[src/rtl/wb_initiator.sv]
// wb_initiator: single-outstanding Wishbone B4 pipelined initiator.
//
// Converts a valid/ready command stream into one bus cycle at a time. Each result
// is returned on a valid/ready response stream. A retry termination reissues the
// strobe up to MAX_RETRY times. Further retries are reported as an error.
//
// Optional feature: define WB_INITIATOR_TIMEOUT_EN to build a bus-timeout
// watchdog. It aborts a cycle that receives no termination within TIMEOUT cycles
// and reports the abort with rsp_tmo_o. Without the macro, the initiator waits
// indefinitely and rsp_tmo_o is tied to 0.
//
// Ports:
//   clk_i, rst_n_i                 clock, asynchronous active-low reset
//   cmd_valid_i / cmd_ready_o      command handshake
//   cmd_we_i, cmd_adr_i,
//   cmd_dat_i, cmd_sel_i           command fields (write flag, address, data, selects)
//   rsp_valid_o / rsp_ready_i      response handshake
//   rsp_dat_o, rsp_err_o,
//   rsp_tmo_o                      read data, failure flag, timeout flag
//   wb_cyc_o, wb_stb_o, wb_we_o,
//   wb_adr_o, wb_sel_o, wb_dat_o   Wishbone request outputs
//   wb_dat_i, wb_ack_i, wb_err_i,
//   wb_rty_i, wb_stall_i           Wishbone responder inputs
module wb_initiator #(
    parameter int unsigned ADDR_WIDTH = 32,
    parameter int unsigned MAX_RETRY  = 3,
    parameter int unsigned TIMEOUT    = 255
) (
    input  logic                  clk_i,
    input  logic                  rst_n_i,
    input  logic                  cmd_valid_i,
    output logic                  cmd_ready_o,
    input  logic                  cmd_we_i,
    input  logic [ADDR_WIDTH-1:0] cmd_adr_i,
    input  logic [31:0]           cmd_dat_i,
    input  logic [3:0]            cmd_sel_i,
    output logic                  rsp_valid_o,
    input  logic                  rsp_ready_i,
    output logic [31:0]           rsp_dat_o,
    output logic                  rsp_err_o,
    output logic                  rsp_tmo_o,
    output logic                  wb_cyc_o,
    output logic                  wb_stb_o,
    output logic                  wb_we_o,
    output logic [ADDR_WIDTH-1:0] wb_adr_o,
    output logic [3:0]            wb_sel_o,
    output logic [31:0]           wb_dat_o,
    input  logic [31:0]           wb_dat_i,
    input  logic                  wb_ack_i,
    input  logic                  wb_err_i,
    input  logic                  wb_rty_i,
    input  logic                  wb_stall_i
);

    if (MAX_RETRY > 15 || TIMEOUT < 1 || TIMEOUT > 65535) begin : g_param_range
        $error("wb_initiator: MAX_RETRY or TIMEOUT out of range");
    end

    localparam logic [3:0] MaxRetry = 4'(MAX_RETRY);

    typedef enum logic [1:0] {StIdle, StReq, StWait, StResp} state_e;

    state_e                state_q, state_d;
    logic [3:0]            retry_q, retry_d;
    logic                  cmd_ready_q, cmd_ready_d;
    logic                  cyc_q, cyc_d;
    logic                  stb_q, stb_d;
    logic                  we_q, we_d;
    logic [ADDR_WIDTH-1:0] adr_q, adr_d;
    logic [3:0]            sel_q, sel_d;
    logic [31:0]           dat_q, dat_d;
    logic                  rsp_valid_q, rsp_valid_d;
    logic [31:0]           rsp_dat_q, rsp_dat_d;
    logic                  rsp_err_q, rsp_err_d;

    // Transfer completion: set by whichever termination ends the cycle
    logic                  handle_term;
    logic                  terminated;
    logic                  enter_req;
    logic                  fin;
    logic                  fin_err;
    logic                  fin_tmo;
    logic [31:0]           fin_dat;

`ifdef WB_INITIATOR_TIMEOUT_EN
    localparam logic [15:0] TmoLast = 16'(TIMEOUT - 1);
    logic [15:0]           tmo_cnt_q, tmo_cnt_d;
    logic                  rsp_tmo_q, rsp_tmo_d;
`endif

    always_comb begin
        state_d     = state_q;
        retry_d     = retry_q;
        cmd_ready_d = cmd_ready_q;
        cyc_d       = cyc_q;
        stb_d       = stb_q;
        we_d        = we_q;
        adr_d       = adr_q;
        sel_d       = sel_q;
        dat_d       = dat_q;
        rsp_valid_d = rsp_valid_q;
        rsp_dat_d   = rsp_dat_q;
        rsp_err_d   = rsp_err_q;
        handle_term = 1'b0;
        enter_req   = 1'b0;
        fin         = 1'b0;
        fin_err     = 1'b0;
        fin_tmo     = 1'b0;
        fin_dat     = '0;

        unique case (state_q)
            StIdle: begin
                if (cmd_valid_i && cmd_ready_q) begin
                    we_d        = cmd_we_i;
                    adr_d       = cmd_adr_i;
                    dat_d       = cmd_dat_i;
                    sel_d       = cmd_sel_i;
                    cyc_d       = 1'b1;
                    stb_d       = 1'b1;
                    retry_d     = '0;
                    cmd_ready_d = 1'b0;
                    enter_req   = 1'b1;
                    state_d     = StReq;
                end
            end
            StReq: begin
                // Request is taken when stall is low; a termination in that
                // same cycle is processed exactly as in WAIT.
                if (!wb_stall_i) begin
                    stb_d       = 1'b0;
                    state_d     = StWait;
                    handle_term = 1'b1;
                end
            end
            StWait: begin
                handle_term = 1'b1;
            end
            StResp: begin
                if (rsp_ready_i) begin
                    rsp_valid_d = 1'b0;
                    cmd_ready_d = 1'b1;
                    state_d     = StIdle;
                end
            end
            default: begin
                state_d = StIdle;
            end
        endcase

        terminated = handle_term && (wb_err_i || wb_ack_i || wb_rty_i);

        if (handle_term) begin
            if (wb_err_i) begin
                fin     = 1'b1;
                fin_err = 1'b1;
            end else if (wb_ack_i) begin
                fin     = 1'b1;
                fin_dat = we_q ? 32'h0 : wb_dat_i;
            end else if (wb_rty_i) begin
                if (retry_q < MaxRetry) begin
                    retry_d   = retry_q + 4'd1;
                    stb_d     = 1'b1;
                    enter_req = 1'b1;
                    state_d   = StReq;
                end else begin
                    fin     = 1'b1;
                    fin_err = 1'b1;
                end
            end
        end

`ifdef WB_INITIATOR_TIMEOUT_EN
        rsp_tmo_d = rsp_tmo_q;
        tmo_cnt_d = tmo_cnt_q;
        if (enter_req) begin
            tmo_cnt_d = '0;
        end else if (state_q == StReq || state_q == StWait) begin
            tmo_cnt_d = tmo_cnt_q + 16'd1;
        end
        // A termination in the expiry cycle wins over the watchdog
        if ((state_q == StReq || state_q == StWait) && !terminated &&
            tmo_cnt_q == TmoLast) begin
            fin     = 1'b1;
            fin_err = 1'b1;
            fin_tmo = 1'b1;
        end
        if (fin) begin
            rsp_tmo_d = fin_tmo;
        end
`endif

        if (fin) begin
            cyc_d       = 1'b0;
            stb_d       = 1'b0;
            rsp_valid_d = 1'b1;
            rsp_err_d   = fin_err;
            rsp_dat_d   = fin_err ? 32'h0 : fin_dat;
            state_d     = StResp;
        end
    end

    always_ff @(posedge clk_i or negedge rst_n_i) begin
        if (!rst_n_i) begin
            state_q     <= StIdle;
            retry_q     <= '0;
            cmd_ready_q <= 1'b0;
            cyc_q       <= 1'b0;
            stb_q       <= 1'b0;
            we_q        <= 1'b0;
            adr_q       <= '0;
            sel_q       <= '0;
            dat_q       <= '0;
            rsp_valid_q <= 1'b0;
            rsp_dat_q   <= '0;
            rsp_err_q   <= 1'b0;
        end else begin
            state_q     <= state_d;
            retry_q     <= retry_d;
            cmd_ready_q <= (state_d == StIdle) ? 1'b1 : cmd_ready_d;
            cyc_q       <= cyc_d;
            stb_q       <= stb_d;
            we_q        <= we_d;
            adr_q       <= adr_d;
            sel_q       <= sel_d;
            dat_q       <= dat_d;
            rsp_valid_q <= rsp_valid_d;
            rsp_dat_q   <= rsp_dat_d;
            rsp_err_q   <= rsp_err_d;
        end
    end

`ifdef WB_INITIATOR_TIMEOUT_EN
    always_ff @(posedge clk_i or negedge rst_n_i) begin
        if (!rst_n_i) begin
            tmo_cnt_q <= '0;
            rsp_tmo_q <= 1'b0;
        end else begin
            tmo_cnt_q <= tmo_cnt_d;
            rsp_tmo_q <= rsp_tmo_d;
        end
    end

    assign rsp_tmo_o = rsp_tmo_q;
`else
    assign rsp_tmo_o = 1'b0;
`endif

    assign cmd_ready_o = cmd_ready_q;
    assign rsp_valid_o = rsp_valid_q;
    assign rsp_dat_o   = rsp_dat_q;
    assign rsp_err_o   = rsp_err_q;
    assign wb_cyc_o    = cyc_q;
    assign wb_stb_o    = stb_q;
    assign wb_we_o     = we_q;
    assign wb_adr_o    = adr_q;
    assign wb_sel_o    = sel_q;
    assign wb_dat_o    = dat_q;

endmodule

[config.mk]
export PLATFORM = sky130hd
export DESIGN_NAME = wb_initiator
export DESIGN_NICKNAME = d
export VERILOG_FILES = /design/src/rtl/wb_initiator.sv
export SDC_FILE = /design/constraint.sdc
export NUM_CORES = 1
export LEC_CHECK = 0
export CORE_ASPECT_RATIO = 1.5
export CORE_MARGIN = 2
export CORE_UTILIZATION = 40
export DETAILED_ROUTE_END_ITERATION = 16
export PLACE_DENSITY_LB_ADDON = 0.2
export RECOVER_POWER = 100
export SLEW_MARGIN = 15
export SYNTH_ARGS = -nofsm -noshare
export SYNTH_HDL_FRONTEND = slang
export SYNTH_SLANG_ARGS = --single-unit
[constraint.sdc]
create_clock -name clk_i -period 2.3 [get_ports clk_i]
set_input_delay 0.575 -clock clk_i [delete_from_list [all_inputs] [get_ports clk_i]]
set_output_delay 0.575 -clock clk_i [all_outputs]
set_load 0.02 [all_outputs]
---- Word-level counts from Yosys, hierarchy flattened ----
Index checks and enable logic that the tools add are counted.
storage, ports and cells
  bits in registers ....................... 112
  bits in latches ......................... 0
  memory bits (writable) .................. 0
  memory bits (read-only) ................. 0
  bits of input ports ..................... 109
  logic and storage cells ................. 82
  memories ................................ 0
cells by class
  add/subtract/negate cells ............... 1
  $mul .................................... 0
  divide/modulo/power cells ............... 0
  magnitude comparators ................... 1
  equal/unequal tests ..................... 5
  shift operators ......................... 0
  muxes and demuxes ....................... 51
  bitwise gates (word level) .............. 0
  reductions and logical operators ........ 12
operators with widths
  cell                                                                           number
  32-bit 2-to-1 mux                                                              5
  4-bit 2-to-1 mux                                                               7
  1-bit 2-to-1 mux                                                               26
  2-bit 2-to-1 mux                                                               9
  2-bit nonzero test                                                             4
  3-bit != test (second input constant)                                          2
  1-bit case mux with 2 select lines                                             3
  2-bit case mux with 3 select lines                                             1
  2-bit AND reduction                                                            3
  4-bit by 1-bit adder with 4-bit output (second input constant)                 1
  2-bit equality test (second input constant)                                    2
  2-bit logical NOT                                                              2
  4-bit by 2-bit less-than comparator with 1-bit output (second input constant)  1
  3-bit AND reduction                                                            1
  3-bit nonzero test                                                             1
  2-bit by 1-bit equality test with 1-bit output (second input constant)         1
  1-bit logical AND                                                              1

---- Logic depth before layout (Yosys ltp) ----
  depth after elaboration ................. 12
  gate-level depth with buffers ........... 7
  gate-level depth less buffers ........... 6

---- Least setup slack after synthesis ----
Ideal clock, no wire load.
  path type ............................... reg-to-reg
  start point ............................. reg state_q[1]
  end point ............................... reg adr_q[0] (netlist: wb_adr_o[0])
  arrival ................................. 1.539 ns
  slack ................................... 0.636 ns
  cell stages (with the launch flop) ...... 7
  cells stage by stage .................... dfrtp_1 > inv_1 > ha_1 > nand3_1 > buf_2 > buf_2 > mux2_2
on the way
  longest elaborated chain between the ends .. 2
RTL lines
  item                           RTL line  RTL
  start: declaration             63        state_e state_q, state_d;
  start signal: assignment       204       state_q <= StIdle;
  start signal: assignment       217       state_q <= state_d;
  2-bit logical NOT              111       unique case (state_q)
  2-bit AND reduction (no line)  n/a
  end signal: assignment         223       adr_q <= adr_d;
  end: declaration               69        logic [ADDR_WIDTH-1:0] adr_q, adr_d;
Every way passes these cells.
A chain may end at the register's enable or synchronous reset.

---- Worst setup path in the final report ----
  start point ............................. in wb_err_i
  end point ............................... reg rsp_dat_q[21] (netlist: rsp_dat_o[21])
on the way
  longest elaborated chain between the ends .. 3
RTL lines
  item                                                   RTL line  RTL
  start: declaration                                     50        input logic wb_err_i,
  32-bit 2-to-1 mux or 1-bit 2-to-1 mux (tied branches)  153       if (wb_err_i) begin
  32-bit 2-to-1 mux or 1-bit 2-to-1 mux (tied branches)  152       if (handle_term) begin
  32-bit 2-to-1 mux                                      197       rsp_dat_d = fin_err ? 32'h0 : fin_dat;
  end signal: assignment                                 227       rsp_dat_q <= rsp_dat_d;
  end: declaration                                       73        logic [31:0] rsp_dat_q, rsp_dat_d;
Parallel ways exist; a longest one is shown, timed or not.

==> impl_metrics.toml <==
[critical_path]
worst-endpoint-arrival_ns = 2.33
cp-start-kind = "primary input"
required_ns = 2.57
endpoint_kind = "register"
timing_worst_setup_path_type = "primary input to register"
crit_path_max_fanout = 32

[die]
initial_utilization_pct = 41.2
floorplan.die_area_um2 = 11800
io-pin-count = 216
die_x_um = 89.3
design.core.area_um2 = 10600
floorplan.die.height_um = 132
placementRows = 46

[synth]
post_synth.cell_area_avg_um2 = 15.4
synth_edf_count = 0
synth-adder-area-share_pct = 1.72
compound_gate_fraction_of_synth_area_pct = 10.5
post-synth-top-area-fraction_pct = 64.3
netlist_top_cells_count = "dfrtp_1 (112), mux2_2 (69), a22o_1 (32), buf_2 (8)"
synth.most_common_cell = "dfrtp_1"
yosys_most_used_dff = "dfrtp_1"
mappedNetlistArea_um2 = 4360
synth.ff_latch_count = 112
fraction_of_the_yosys_area_taken_by_sequential_cells_pct = 64.3
synth_top_family_by_area = "multiplexers"
synth_simple_gate_area_share_pct = 2.64
yosysUniqueCellTypes = 32
mappedNetlistNets = 398
async_flop_share_pct = 100
yosysWarnings = 0
synthMuxAreaShare_pct = 17.8
synth_top_cells_by_area = "dfrtp_1 (64%), mux2_2 (18%), a22o_1 (6.4%), ha_1 (1.7%), buf_2 (0.92%)"
synth_largest_area_cell = "dfrtp_1"
synth_xor_area_share_pct = 0
netlist_instances = 283

[clock_tree]
clkTransAtPathRegs_ns = 0.07
clk_root_buffer_cell = "clkbuf_16"
cts_hold_buf = 0
cts.repair_timing.setup_buffer_count = 0
cts.htree.levels = 3
post_cts_resized = 0
cts-root-to-sink-buffers = 2
worstSkewPairLatency_ns = 0.34
clock-sinks = 112
tritoncts.num_buffers = 9
tritoncts = "built"

[final_layout]
syn_to_final_growth_pct = 59.6
multi_input_area_um2 = 1410
final_core_utilization_pct = 65.7
layout.area.seq_um2 = 2800
final_layout_size_suffix_gt1_share_pct = 19.2
final_nets = 614
insertedDiodeCount = 0
filler_cell_count = 857

[timing]
worst_pin_slew_ns = 1.63
timing.slew.headroom_pct = -8.41
timing.hold.ws_ns = 0.499
timing.final.setup_violations = 0
post-route-period-util_pct = 89.5
maxClockFrequency_ghz = 0.486
fin_tns_setup_ns = 0
timing.clock.skew_ns = 0.00613
grt_setup_unrepaired = "no"
finalHoldViolCount = 0
finalWorstPathRequiredPeriod_ns = 2.06
maxSlewViolCount = 30

[placed_design]
hpwl_um = 7880
finalWeightedCongestion = 0.705
port_buffers = 214

[route]
drtIter0Drc = 84
routed-via-count = 3185
drt_pass1_iterations = 4
detail-route-antenna-nets = 0
routed_wire_length_um = 10400
via_per_inst = 4.92
remaining_drc_errors = 0
avgRoutedWirePerCell_um = 16.0

[global_routing]
global_route.usage.total_pct = 17.7
global_route_overflow = 0
vias_in_the_first_global_route = 3311
antenna_violations_before_repair = 0
grt_first_pass_wirelength_um = 16200
maximum_number_of_pins_on_one_net_before_global_route_repair = 61

[power]
power.static_leakage_nw = 3.09
vdd_ir_drop_max_uv = 558
power_density_nw_per_um2 = 1370

[outcome]
run_status = "finished, violations left"
failed_checks = "capacitance limit, slew limit"

[min_path]
timing.hold.worst.class = "register to register"

[flow_run]
max-cap-violations = 1
## critical path, cell delays in order
cell           delay [ns]
dlygate4sd3_1        0.61
or2_0                0.26
o221ai_1             0.46
buf_12               0.25
a22o_1               0.17
## routing by layer
metal	part of all wire, %	GRT usage [%]	up-vias
li1	-	-	1459
met1	37	20.4	1556
met2	53	30.6	152
met3	7.8	5.26	18
met4	2.3	6.14	0
met5	0	0	-
## power breakdown
part	switching [mW]	internal (mW)	leakage, nW
Clock	0.687	0.844	0.138
Combinational	2.31	2.35	1.57
Sequential	0.438	2.90	1.39
Total	3.43	6.09	3.09
## area by class of cell
type                    instances  area share [%]
inverters                       7           0.377
clock buffers                   9            3.24
repair buffers                220            32.2
clock inverters                 7            1.02
multi-input cells             149            20.3
flip-flops and latches        112            40.3
well taps                     144            2.59
## placed cells by master (no fill, tap or decap), types with 3 or more instances in the layout
cell type	instances
a21oi_1	4
a22o_1	32
buf_12	5
clkbuf_16	9
clkdlybuf4s50_1	105
clkinvlp_4	3
dfrtp_1	112
dlygate4sd3_1	108
ha_1	6
inv_1	7
mux2_2	69
nand2_1	4
nand3_1	3
nor2_1	3
o21ai_0	7
## worst paths after layout
check                      cells past startpoint   startpoint  slack (ns)             to
min in group asynchronous                      1      rst_n_i        0.64   wb_dat_o[22]
max                                            5     wb_err_i        0.24  rsp_dat_o[21]
max reg2reg                                    6   state_q[0]        0.29    cmd_ready_o
min reg2reg                                    1  wb_adr_o[7]        0.50    wb_adr_o[7]
max in group asynchronous                      2      rst_n_i        0.57   wb_adr_o[12]
min                                            1  wb_adr_o[7]        0.50    wb_adr_o[7]
## sequential cells by signal, summed over array words and instances (netlist names)
name and count:
cmd_ready_o 1, retry_q 4, rsp_dat_o 32, rsp_err_o 1, rsp_valid_o 1, state_q 2
wb_adr_o 32, wb_cyc_o 1, wb_dat_o 32, wb_sel_o 4, wb_stb_o 1, wb_we_o 1
## metrics by stage
stage	area [um^2]	std cells	total power, mW	setup WS [ns]
5_1_grt	6960	648	10.1	0.162
6_report	6960	648	9.52	0.241
2_1_floorplan	4360	283	6.03	0.636
3_3_place_gp	6700	632	8.37	0.277
4_1_cts	6990	648	10.1	0.251
3_5_place_dp	6700	632	8.50	0.220
## kinds of logic after synthesis
family	Yosys count
DFF	112
muxes	69
AOI/OAI and AO/OA	54
buffers and inverters	22
and+or+nand+nor	19
adders and majority gates	6
other	1
No activity file was read; power rests on OpenSTA's default activity.
